[config.mk]
export PLATFORM = sky130hd
export DESIGN_NAME = seg7_scan_driver_flat
export DESIGN_NICKNAME = d
export VERILOG_FILES = /design/src/rtl/seg7_scan_driver_if.sv /design/src/rtl/seg7_scan_driver.sv /design/src/flat_wrapper.sv
export SDC_FILE = /design/constraint.sdc
export NUM_CORES = 1
export LEC_CHECK = 0
export CAP_MARGIN = 25
export CORE_ASPECT_RATIO = 1.25
export CORE_MARGIN = 5
export CORE_UTILIZATION = 53
export CTS_CLUSTER_SIZE = 40
export DETAILED_ROUTE_END_ITERATION = 10
export PLACE_DENSITY = 0.78
export REMOVE_ABC_BUFFERS = 1
export SKIP_LAST_GASP = 1
export SYNTH_ARGS = -nofsm -noshare
export SYNTH_HDL_FRONTEND = slang
export SYNTH_SLANG_ARGS = --single-unit
[constraint.sdc]
create_clock -name clk -period 2.4 [get_ports clk]
set_clock_uncertainty 0.05 [all_clocks]
set_input_delay 0.24 -clock clk [delete_from_list [all_inputs] [get_ports clk]]
set_output_delay 0.24 -clock clk [all_outputs]
set_load 0.01 [all_outputs]
[src/rtl/seg7_scan_driver_if.sv]
// Display bus between the display-data selector and the seven-segment scanner.
// Carries the eight digit codes and time-mode flag in, anode/segment drive out.
// Optional SEG7_DIM_EN macro adds the 3-bit bright input.
//
// Ports (signals):
//   disp_time     1 = time mode, HH.MM.SS separators lit
//   dig0..dig7    4-bit digit codes, dig0 is the rightmost digit
//   bright        3-bit brightness (only with SEG7_DIM_EN)
//   an            8 anode enables, an[i] drives digit i
//   seg           7 segments, seg[0]=a .. seg[6]=g
//   dp            decimal-point segment
interface seg7_scan_driver_if;
  logic       disp_time;
  logic [3:0] dig0;
  logic [3:0] dig1;
  logic [3:0] dig2;
  logic [3:0] dig3;
  logic [3:0] dig4;
  logic [3:0] dig5;
  logic [3:0] dig6;
  logic [3:0] dig7;
`ifdef SEG7_DIM_EN
  logic [2:0] bright;
`endif
  logic [7:0] an;
  logic [6:0] seg;
  logic       dp;

  // Data source side: drives digit data, observes the display drive.
  modport master (
    output disp_time, dig0, dig1, dig2, dig3, dig4, dig5, dig6, dig7,
`ifdef SEG7_DIM_EN
    output bright,
`endif
    input  an, seg, dp
  );

  // Scanner side.
  modport slave (
    input  disp_time, dig0, dig1, dig2, dig3, dig4, dig5, dig6, dig7,
`ifdef SEG7_DIM_EN
    input  bright,
`endif
    output an, seg, dp
  );
endinterface

[src/rtl/seg7_scan_driver.sv]
// Purpose: time-multiplexes eight 4-bit digit codes onto an 8-digit common-anode
//          seven-segment display, with dead time at the start of each digit slot.
// Latency: an/seg/dp registered, 1 cycle after slot position; new digit data is
//          latched at frame start and shows within 8*DIV_CNT+1 cycles.
// Backpressure: none; free-running scanner, inputs are sampled once per frame.
//
// Ports:
//   clk     system clock
//   arstn   asynchronous active-low reset
//   bus     seg7_scan_driver_if.slave (digit codes, disp_time, an/seg/dp)
// Parameters: DIV_CNT (cycles per slot, > BLANK_CNT), BLANK_CNT (dead-time
//   cycles per slot, 0 = none), ACTIVE_LOW (1 = an/seg/dp active-low).
// Optional macro SEG7_DIM_EN: adds bus.bright; the anode is lit only while
//   slot_cnt[2:0] <= bright outside the dead time (requires DIV_CNT >= 8).
module seg7_scan_driver #(
  parameter int DIV_CNT    = 20000,
  parameter int BLANK_CNT  = 200,
  parameter int ACTIVE_LOW = 1
) (
  input  logic                clk,
  input  logic                arstn,
  seg7_scan_driver_if.slave   bus
);

  // DIV_CNT of 1 would give a zero-width counter; keep at least one bit.
  localparam int             CW        = (DIV_CNT > 1) ? $clog2(DIV_CNT) : 1;
  localparam logic [CW-1:0]  SLOT_LAST = CW'(DIV_CNT - 1);
  // Level that means "off" on every output pin.
  localparam logic           INACT     = (ACTIVE_LOW != 0);

  // Active-high segment pattern, bit order g..a.
  function automatic logic [6:0] f_decode(input logic [3:0] code);
    logic [6:0] pat;
    case (code)
      4'h0:    pat = 7'b0111111;
      4'h1:    pat = 7'b0000110;
      4'h2:    pat = 7'b1011011;
      4'h3:    pat = 7'b1001111;
      4'h4:    pat = 7'b1100110;
      4'h5:    pat = 7'b1101101;
      4'h6:    pat = 7'b1111101;
      4'h7:    pat = 7'b0000111;
      4'h8:    pat = 7'b1111111;
      4'h9:    pat = 7'b1101111;
      4'hA:    pat = 7'b1000000;  // '-'
      4'hB:    pat = 7'b1110110;  // 'H'
      4'hC:    pat = 7'b0111001;  // 'C'
      4'hD:    pat = 7'b1111001;  // 'E'
      4'hE:    pat = 7'b1100011;  // degree sign
      default: pat = 7'b0000000;  // blank
    endcase
    return pat;
  endfunction

  logic [CW-1:0] r_slot_cnt;
  logic [2:0]    r_idx;
  logic [3:0]    r_dig [8];
  logic          r_time;
  logic [7:0]    r_an;
  logic [6:0]    r_seg;
  logic          r_dp;

  logic          w_slot_last;
  logic          w_frame_start;
  logic          w_blank;
  logic          w_on;
  logic [7:0]    w_an_hot;
  logic [6:0]    w_seg_hi;
  logic          w_sep_pos;

  assign w_slot_last   = (r_slot_cnt == SLOT_LAST);
  assign w_frame_start = w_slot_last && (r_idx == 3'd7);

  // Dead-time window; with BLANK_CNT = 0 the compare would be constant-false.
  generate
    if (BLANK_CNT > 0) begin : g_blank
      assign w_blank = (r_slot_cnt < CW'(BLANK_CNT));
    end else begin : g_noblank
      assign w_blank = 1'b0;
    end
  endgenerate

`ifdef SEG7_DIM_EN
  // PWM within the slot: bright is live, not shadowed, so dimming reacts at once.
  logic [2:0] w_slot_lo;
  assign w_slot_lo = 3'(r_slot_cnt);
  assign w_on      = !w_blank && (w_slot_lo <= bus.bright);
`else
  assign w_on      = !w_blank;
`endif

  assign w_an_hot  = 8'd1 << r_idx;
  assign w_seg_hi  = f_decode(r_dig[r_idx]);
  // Digits 2 and 4 carry the dots that form HH.MM.SS.
  assign w_sep_pos = (r_idx == 3'd2) || (r_idx == 3'd4);

  // Slot counter and digit index.
  always_ff @(posedge clk or negedge arstn) begin
    if (!arstn) begin
      r_slot_cnt <= '0;
      r_idx      <= 3'd0;
    end else if (w_slot_last) begin
      r_slot_cnt <= '0;
      r_idx      <= r_idx + 3'd1;
    end else begin
      r_slot_cnt <= r_slot_cnt + CW'(1);
    end
  end

  // Shadow registers: loaded only at frame start so a refresh never tears.
  // Reset value 4'hF is the blank code, so the first frame is dark.
  always_ff @(posedge clk or negedge arstn) begin
    if (!arstn) begin
      for (int k = 0; k < 8; k++) r_dig[k] <= 4'hF;
      r_time <= 1'b0;
    end else if (w_frame_start) begin
      r_dig[0] <= bus.dig0;
      r_dig[1] <= bus.dig1;
      r_dig[2] <= bus.dig2;
      r_dig[3] <= bus.dig3;
      r_dig[4] <= bus.dig4;
      r_dig[5] <= bus.dig5;
      r_dig[6] <= bus.dig6;
      r_dig[7] <= bus.dig7;
      r_time   <= bus.disp_time;
    end
  end

  // Output registers: all three updated from the same slot/idx so the pins
  // stay coherent. XOR with INACT maps active-high patterns to pin polarity.
  always_ff @(posedge clk or negedge arstn) begin
    if (!arstn) begin
      r_an  <= {8{INACT}};
      r_seg <= {7{INACT}};
      r_dp  <= INACT;
    end else begin
      r_an  <= w_on    ? (w_an_hot ^ {8{INACT}}) : {8{INACT}};
      r_seg <= w_blank ? {7{INACT}} : (w_seg_hi ^ {7{INACT}});
      r_dp  <= (w_on && r_time && w_sep_pos) ? !INACT : INACT;
    end
  end

  assign bus.an  = r_an;
  assign bus.seg = r_seg;
  assign bus.dp  = r_dp;

endmodule
[src/flat_wrapper.sv]
// flat-port wrapper written by rule: the top's interface ports become plain ports
module seg7_scan_driver_flat 
#(
  parameter int DIV_CNT    = 20000,
  parameter int BLANK_CNT  = 200,
  parameter int ACTIVE_LOW = 1
)
  (clk, arstn, bus_disp_time, bus_dig0, bus_dig1, bus_dig2, bus_dig3, bus_dig4, bus_dig5, bus_dig6, bus_dig7, bus_an, bus_seg, bus_dp);
  seg7_scan_driver_if bus_i ();
  input  logic clk;
  input  logic arstn;
  input wire logic [$bits(bus_i.disp_time)-1:0] bus_disp_time;
  input wire logic [$bits(bus_i.dig0)-1:0] bus_dig0;
  input wire logic [$bits(bus_i.dig1)-1:0] bus_dig1;
  input wire logic [$bits(bus_i.dig2)-1:0] bus_dig2;
  input wire logic [$bits(bus_i.dig3)-1:0] bus_dig3;
  input wire logic [$bits(bus_i.dig4)-1:0] bus_dig4;
  input wire logic [$bits(bus_i.dig5)-1:0] bus_dig5;
  input wire logic [$bits(bus_i.dig6)-1:0] bus_dig6;
  input wire logic [$bits(bus_i.dig7)-1:0] bus_dig7;
  output wire logic [$bits(bus_i.an)-1:0] bus_an;
  output wire logic [$bits(bus_i.seg)-1:0] bus_seg;
  output wire logic [$bits(bus_i.dp)-1:0] bus_dp;
  assign bus_i.disp_time = bus_disp_time;
  assign bus_i.dig0 = bus_dig0;
  assign bus_i.dig1 = bus_dig1;
  assign bus_i.dig2 = bus_dig2;
  assign bus_i.dig3 = bus_dig3;
  assign bus_i.dig4 = bus_dig4;
  assign bus_i.dig5 = bus_dig5;
  assign bus_i.dig6 = bus_dig6;
  assign bus_i.dig7 = bus_dig7;
  assign bus_an = bus_i.an;
  assign bus_seg = bus_i.seg;
  assign bus_dp = bus_i.dp;
  seg7_scan_driver #(.DIV_CNT(DIV_CNT), .BLANK_CNT(BLANK_CNT), .ACTIVE_LOW(ACTIVE_LOW)) u_core (.clk(clk), .arstn(arstn), .bus(bus_i));
endmodule
# == Word-level counts from Yosys, hierarchy flattened ==
# Memory sizes are Yosys's and may differ from the RTL's.
# Index checks and enable logic that the tools add are counted.
# word_totals
ff_bits,67
latchBits,0
mem_bits_rw,0
rom_bits,112
in_bits,35
output_inout_bits,16
memories,1
# mem_list
memory,depth,width,read_ports,rd_clocked_by_memory_dff,wr,line_no,source
(no name shown),16,7,1,0,0,seg7_scan_driver.sv:34,case (code)
# op_classes
n_addsub,2
multipliers,0
div,0
order_cmp,2
eq_ne,4
shift,1
n_mux,7
bitwise_logic,3
n_reduce_logical,5
# ops
operator,n
adder 15 x 1 -> 15 bit (second input constant),1
== test 15 bit (second input constant),1
< comparator 15 x 8 -> 1 bit (second input constant),1
two-way mux 15 bit,1
binary-select mux 4 bit (select 3 bit),1
two-way mux 4 bit,2
two-way mux 8 bit,1
NOT 8 bit,1
<< shifter 1 x 3 -> 8 bit (first input constant),1
two-way mux 7 bit,1
NOT 7 bit,1
== test 3 bit (second input constant),2
>= comparator 4 bit (second input constant),1
NOT 3 -> 4 bit,1
adder 3 x 1 -> 3 bit (second input constant),1
== test 3 x 2 -> 1 bit (second input constant),1
logical AND 1 bit,3
zero test 1 bit,1
logical OR 1 bit,1
two-way mux 1 bit,1

# == Logic depth before layout (Yosys ltp) ==
# Gate-level depths: netlist (run 1).
# An unclocked memory read counts as a cell.
# logic_depth
word_depth,7
mapped_depth,8

# == Worst setup path after synthesis (run 1) ==
# Ideal clock, no wire load.
# synth_path
path_type,register -> register
startpoint,register u_core.r_idx[0]
endpoint,register u_core.r_seg[6] (netlist: u_core.bus.seg[6])
setup_time_ns,0.081
arrival_time_ns,1.963
required_time_ns,2.269
path_slack_ns,0.306
stages_incl_launch_ff,9
path_buffers,1
synth_period_minus_slack_ns,2.094
cell_sequence,dfrtp_1 -> buf_6 -> mux4_2 -> mux2_2 -> inv_1 -> ha_1 -> inv_1 -> mux2i_1 -> o211ai_1
# synth_via
elab_chain_len,7
# synth_rtl
element,line_no,source
start: declaration,seg7_scan_driver.sv:56,logic [2:0] r_idx;
start signal: assignment,seg7_scan_driver.sv:104,r_idx <= r_idx + 3'd1;
NOT 3 -> 4 bit (implied by the code),seg7_scan_driver.sv:93,assign w_seg_hi = f_decode(r_dig[r_idx]);
binary-select mux 4 bit (select 3 bit),seg7_scan_driver.sv:93,
two-way mux 4 bit (implied by the code) (2 in series),seg7_scan_driver.sv:93,
memory (16 x 7 bit),-,
NOT 7 bit (no line),-,
two-way mux 7 bit,seg7_scan_driver.sv:138,r_seg <= w_blank ? {7{INACT}} : (w_seg_hi ^ {7{INACT}});
end signal: assignment,seg7_scan_driver.sv:134,r_seg <= {7{INACT}};
end signal: assignment,seg7_scan_driver.sv:138,
end: declaration,seg7_scan_driver.sv:60,logic [6:0] r_seg;
# Every way passes these cells. The select of a mux whose other input is x is not followed.
# A chain may end at the register's enable or synchronous reset.

# == Worst setup path after layout (run 1) ==
# Same ends and word-level chain as after synthesis.

==> out/metrics.yaml, run 1 <==
worst_setup_path:
  cp-end-kind: "register"
  path_class: "reg2reg"
  cp-start-kind: "register"
  cp_max_fo: 8
  cp_data_required_time_ns: 2.61
  crit_arrival_ns: 2.43
clocking:
  htree_levels: 3
  cts_root_buf: "clkbuf_8"
  post_cts_buffers: 0
  clk_pin_slew_ns: 0.07
  clk_latency_ns: 0.34
  numCtsBuffers: 9
  clkSinkCount: 67
  clk_path_buf_depth: 2
  cts_tree: "yes"
timing:
  max_freq_ghz: 0.451
  worst_pin_slew_ns: 0.635
  final.min_clock_period_ns: 2.22
  slew_headroom_pct: 57.7
  slew_viol_final: 0
  fin_setup_tns_ns: 0
  holdWs_ns: 0.375
  final-setup-viol-count: 0
  hold_viol: 0
  rsz0062_at_grt: "no"
  finalCritPeriodShare_pct: 92.4
floorplan:
  die_width_um: 79.4
  die_y_um: 96.7
  io_pins: 51
  fp-row-count: 31
  dieArea_mm2: 0.00768
  start_util_pct: 54.8
  core-area_mm2: 0.00582
finish:
  syn_to_final_growth_pct: 25.0
  n_antenna_cell: 0
  nFillCells: 422
  layout.nets: 340
  final_layout_size_suffix_gt1_share_pct: 33.3
  final_area_mm2: 0.00399
logic_synthesis:
  netlist.area_leader.share_pct: 39.5
  synth_cells: 234
  ys_types: 39
  yosysTopAreaCell: "dfstp_2"
  synth_area_leaders: "dfstp_2 40%, dfrtp_1 15%, mux2_1 7.4%, mux4_2 5.6%, mux2_2 5.3%"
  synth_seq_cells: 67
  synth_area_mm2: 0.00319
  postSynthAreaPerCell_um2: 13.6
  yosysSeqAreaShare_pct: 54.5
  yosys_warnings: 0
detailed_routing:
  drtIter0Drc: 85
  drt_first_pass_iters: 4
  detail_route.wl_per_cell_um: 15.6
  wl_um: 5670
  antenna_left: 0
  vias: 1969
  drc: 0
  vias_per_cell: 5.42
power:
  switchingPower_uw: 491
  p_int_mw: 1.78
  p_total_mw: 2.27
  swShare_pct: 21.7
  power_frac_comb_pct: 6.7
  p_clk_share_pct: 40.5
  vdd_drop_max_uv: 301
  p_leak_nw: 1.65
  cellPowerDensity_mw_per_mm2: 569
  seq_power_share_pct: 52.8
place:
  io_buffer_count: 50
  hpwl_um: 4140
  routabilityCongestion: 0.799
  place_area_mm2: 0.00378
flow_run:
  cap_violations: 0
grt:
  antenna_found_initial: 0
  grt_pass1_wl_um: 9800
  grt_pass1_vias: 2065
  grt_max_degree: 39
  grt_overflow_total: 0
  grt_usage_pct: 16.6
min_path:
  hold_class: "reg2reg"
run_status:
  status: "finished clean"
[repair_timing]
item | CTS | global route
hold endpoints to repair | 1 | 0
hold buffers | 1 | 0
setup endpoints to repair | 0 | 2
gates resized for setup | 0 | 1
[sequential cells by signal (all words and copies together), names as in the netlist]
register           flops
u_core.bus.dp          1
u_core.r_idx           3
u_core.r_time          1
u_core.bus.seg         7
u_core.r_dig          32
u_core.bus.an          8
u_core.r_slot_cnt     15
[final cells by class]
type                    count  area (µm²)  share of cell area [%]
clock buffers              11         141                    3.55
flip-flops and latches     67        1740                    43.6
multi-input cells         147        1360                    34.1
inverters                  10        37.5                   0.942
repair buffers             57         576                    14.4
clock inverters             5        52.6                    1.32
well taps                  66        82.6                    2.07
[final timing paths]
kind / start / endpoint / slack, ns / cells past startpoint
setup / recovery: u_core.r_idx[0] / u_core.bus.seg[6] / 0.18 / 7
hold / removal: u_core.r_time / u_core.bus.dp / 0.37 / 1
setup reg to reg: u_core.r_idx[0] / u_core.bus.seg[6] / 0.18 / 7
hold reg to reg: u_core.r_time / u_core.bus.dp / 0.37 / 1
max in group asynchronous: arstn / u_core.r_dig[25] / 1.20 / 3
min in group asynchronous: arstn / u_core.r_time / 0.43 / 2
[routing by layer]
metal / global-route usage [%] / up-vias / share of wire, %
li1: - / 947 / -
met5: 0 / - / 0
met4: 7.14 / 0 / 1.6
met3: 4.93 / 8 / 4.7
met1: 21.6 / 963 / 43
met2: 25.6 / 51 / 50
[cells in the mapped netlist (all sizes together)]
cell / number
a21oi: 3
a22oi: 2
a31oi: 1
and2: 2
and3: 3
and4b: 2
buf: 6
clkbuf: 4
dfrtp: 19
dfstp: 48
ha: 13
inv: 10
mux2: 36
mux2i: 10
mux4: 8
nand2: 12
nand3: 9
nand3b: 1
nand4: 5
nor2: 11
nor2b: 1
nor3: 4
nor3b: 1
nor4: 2
o211ai: 2
o21ai: 1
o221ai: 1
o311ai: 1
o31ai: 1
or3: 1
or4: 1
xnor2: 7
xor2: 6
[through the flow]
stage	util, %	setup WS, ns	std cells
2_1_floorplan	-	0.152	224
3_5_place_dp	65.0	0.0594	346
3_3_place_gp	65.0	0.162	346
4_1_cts	68.5	0.0372	363
6_report	68.5	0.183	363
5_1_grt	68.5	0.0548	363
[power groups by stage]
stage	clock, mW	sequential, mW	combinational, mW
2_1_floorplan	0	1.21	0.0637
3_3_place_gp	0	1.21	0.150
3_5_place_dp	0	1.21	0.154
4_1_cts	0.939	1.20	0.155
5_1_grt	0.994	1.20	0.169
6_report	0.918	1.20	0.152
[worst max-delay path, stage by stage, from the launching register on]
cell and delay, ns:
dfrtp_2 0.49, mux4_2 0.53, mux2_2 0.36, inv_1 0.13, ha_1 0.26, inv_1 0.09, mux2i_1 0.07, o211ai_1 0.17
[logic make-up after synthesis]
family | share of synthesized area [%]
adders and majority gates | 5.10
muxes | 22.3
xor gates and xnor gates | 3.57
DFF | 54.5
AOI/OAI and AO/OA | 2.71
and+or+nand+nor | 8.91
buffers and inverters | 2.98
[layout by cell type, fill, tap and decap left out, drive strengths merged, types with 4 or more instances in the layout]
| cell type | n |
|---|---|
| buf | 7 |
| clkbuf | 11 |
| clkdlybuf4s50 | 49 |
| dfrtp | 19 |
| dfstp | 48 |
| ha | 13 |
| inv | 10 |
| mux2 | 36 |
| mux2i | 10 |
| mux4 | 8 |
| nand2 | 12 |
| nand3 | 9 |
| nand4 | 5 |
| nor2 | 11 |
| nor3 | 4 |
| xnor2 | 7 |
| xor2 | 6 |
No activity file was read; power rests on OpenSTA's default activity.
==> inputs of run 2 (changes only) <==
--- a/config.mk
+++ b/config.mk
@@ -11,6 +11,7 @@
 export CORE_UTILIZATION = 53
 export CTS_CLUSTER_SIZE = 40
 export DETAILED_ROUTE_END_ITERATION = 10
+export HOLD_SLACK_MARGIN = 0.05
 export PLACE_DENSITY = 0.78
 export REMOVE_ABC_BUFFERS = 1
 export SKIP_LAST_GASP = 1
==> constraint.sdc (replaced) <==
create_clock -name clk -period 2.4 [get_ports clk]
set_clock_uncertainty 0.05 [all_clocks]
set_input_delay 0.24 -clock clk [delete_from_list [all_inputs] [get_ports clk]]
set_output_delay 0.24 -clock clk [all_outputs]
set_load 0.05 [all_outputs]
==> results of run 2 <==
The final DEF is identical to that of run 1; final timing and power are the same.
==> inputs of run 3 (changes only) <==
--- a/config.mk
+++ b/config.mk
@@ -12,6 +12,7 @@
 export CTS_CLUSTER_SIZE = 40
 export DETAILED_ROUTE_END_ITERATION = 10
 export HOLD_SLACK_MARGIN = 0.05
+export MAX_ROUTING_LAYER = met4
 export PLACE_DENSITY = 0.78
 export REMOVE_ABC_BUFFERS = 1
 export SKIP_LAST_GASP = 1
==> run 3 against run 2 <==
Compared with the run above:
- setup slack improved by 0.00074 ns
- clock-buffer cell count unchanged
- power about the same
- sequential cell count unchanged
- fmax about the same
- clock power about the same
- non-clock buffer count unchanged
- final area unchanged
- critical path depth unchanged
==> out/metrics.yaml, run 3 (synthesis gave the netlist of run 1 again) <==
grt:
  grt_usage_pct: 16.9  # +0.38 points
  grt_pass1_wl_um: 9780  # -0.20%
  grt_max_degree: 39  # unchanged
  grt_overflow_total: 0  # unchanged
  antenna_found_initial: 0  # unchanged
  grt_pass1_vias: 2062  # -0.15%
worst_setup_path:
  cp-start-kind: "register"
  cp_max_fo: 8  # unchanged
  r2r_start: "u_core.r_idx[0]"
  cp-end-kind: "register"
  reg2reg_to: "u_core.bus.seg[6]"
  reg2regPathDepth: 7  # unchanged
  reg2reg_setup_slack_ns: 0.18  # about the same
  cp_data_required_time_ns: 2.61  # about the same
  path_class: "reg2reg"
  crit_arrival_ns: 2.43  # about the same
timing:
  worst_pin_slew_ns: 0.635  # +0.000169 ns
  max_freq_ghz: 0.451  # about the same
  slew_headroom_pct: 57.7  # about the same
  holdWs_ns: 0.374  # -0.000316 ns
  rsz0062_at_grt: "no"
  setup_slack_ns: 0.184  # +0.000737 ns
  hold_viol: 0  # unchanged
  fin_setup_tns_ns: 0  # unchanged
  finalCritPeriodShare_pct: 92.3  # about the same
  final-setup-viol-count: 0  # unchanged
  slew_viol_final: 0  # unchanged
  final.min_clock_period_ns: 2.22  # -0.000737 ns
run_status:
  status: "finished clean"
detailed_routing:
  top_layer: "met4"
  wl_met2_um: 2820  # -0.95%
  drtIter0Drc: 87  # +2.4%
  wl_um: 5660  # -0.21%
  dr_wl_met3_um: 234  # -12%
  drc: 0  # unchanged
  vias: 1968  # -0.051%
  wl_met1_um: 2510  # +1.9%
  antenna_left: 0  # unchanged
  drt_first_pass_iters: 4  # unchanged
  detail_route.wl_per_cell_um: 15.6  # -0.21%
  vias_per_cell: 5.42  # about the same
finish:
  syn_to_final_growth_pct: 25.0  # unchanged
  largest_reg_flops: 32  # unchanged
  utilization_pct: 68.5  # unchanged
  multi_input_area_mm2: 0.00136  # unchanged
  regMostFlops: "u_core.r_dig"
  layout_commonest_cell: "clkdlybuf4s50_1"
  n_antenna_cell: 0  # unchanged
  fin_cells: 363  # unchanged
  final_cell_mix: "49 x clkdlybuf4s50_1, 48 x dfstp_2, 21 x mux2_1, 18 x dfrtp_1, 15 x mux2_2"
  nFillCells: 422  # unchanged
  layout.nets: 340  # unchanged
  final_layout_size_suffix_gt1_share_pct: 33.3  # unchanged
  regArea_mm2: 0.00174  # unchanged
  final_area_mm2: 0.00399  # unchanged
power:
  swShare_pct: 21.7  # +0.057 points
  p_int_mw: 1.78  # about the same
  power_frac_comb_pct: 6.7  # about the same
  cellPowerDensity_mw_per_mm2: 569  # about the same
  switchingPower_uw: 493  # +0.33%
  p_clk_share_pct: 40.6  # about the same
  p_total_mw: 2.27  # about the same
  p_leak_nw: 1.65  # unchanged
  seq_power_share_pct: 52.7  # about the same
  vdd_drop_max_uv: 300  # -0.56%
place:
  place_area_mm2: 0.00378  # unchanged
  hpwl_um: 4140  # unchanged
  dp_cells: 346  # unchanged
  pre_cts_ws_ns: 0.0594  # unchanged
  routabilityCongestion: 0.810  # +1.4%
  io_buffer_count: 50  # unchanged
floorplan:
  dieArea_mm2: 0.00768  # unchanged
  fp-row-count: 31  # unchanged
  die_y_um: 96.7  # unchanged
  core-area_mm2: 0.00582  # unchanged
  io_pins: 51  # unchanged
  start_util_pct: 54.8  # unchanged
  die_width_um: 79.4  # unchanged
clocking:
  clk_pin_slew_ns: 0.07  # about the same
  clk_latency_ns: 0.34  # about the same
  cts_root_buf: "clkbuf_8"
  cts_tree: "yes"
  numCtsBuffers: 9  # unchanged
  htree_levels: 3  # unchanged
  clk_path_buf_depth: 2  # unchanged
  clkSinkCount: 67  # unchanged
min_path:
  hold_class: "reg2reg"
  hold_start: "u_core.r_time"
  holdPathStages: 1  # unchanged
  min_to: "u_core.bus.dp"
flow_run:
  cap_violations: 0  # unchanged
[run 3: worst max-delay path, cell delays in order (launching register included)]
cell and delay (ns):
dfrtp_2 0.49, mux4_2 0.53, mux2_2 0.36, inv_1 0.13, ha_1 0.26, inv_1 0.09
mux2i_1 0.07, o211ai_1 0.17
[run 3: power by group through the flow]
stage	Combinational [mW]	Clock [mW]	Sequential [mW]
after floorplan	0.0637	0	1.21
after global placement	0.150	0	1.21
after detailed placement	0.154	0	1.21
after CTS	0.155	0.939	1.20
after global routing	0.169	0.991	1.20
final	0.153	0.920	1.20
[run 3: timing repair]
item                                   4_1_cts  5_1_grt
resized for setup                            0        1
buffers inserted                             0        0
hold buffers                                 1        0
setup endpoints to repair                    0        2
endpoints found under the hold margin        1        0
[run 3: cell type report]
cell class              instances  share of cell area (%)
clock buffers                  11                    3.55
clock inverters                 5                    1.32
inverters                      10                   0.942
multi-input cells             147                    34.1
flip-flops and latches         67                    43.6
well taps                      66                    2.07
repair buffers                 57                    14.4
[run 3: worst max path at each step]
stage	endpoint	cells after the start	slack [ns]	from
4_1_cts	u_core.bus.seg[6]	7	0.04	u_core.r_idx[0]
3_5_place_dp	u_core.bus.seg[6]	7	0.06	u_core.r_idx[0]
6_report	u_core.bus.seg[6]	7	0.18	u_core.r_idx[0]
5_1_grt	u_core.bus.seg[6]	7	0.05	u_core.r_idx[0]
2_1_floorplan	u_core.bus.seg[6]	7	0.15	u_core.r_idx[0]
3_3_place_gp	u_core.bus.seg[6]	7	0.16	u_core.r_idx[0]
[run 3: metal layers]
metal	GRT usage [%]	up-vias
met5	-	-
met4	7.14	0
met3	4.37	8
met2	25.7	45
met1	21.6	967
li1	-	948
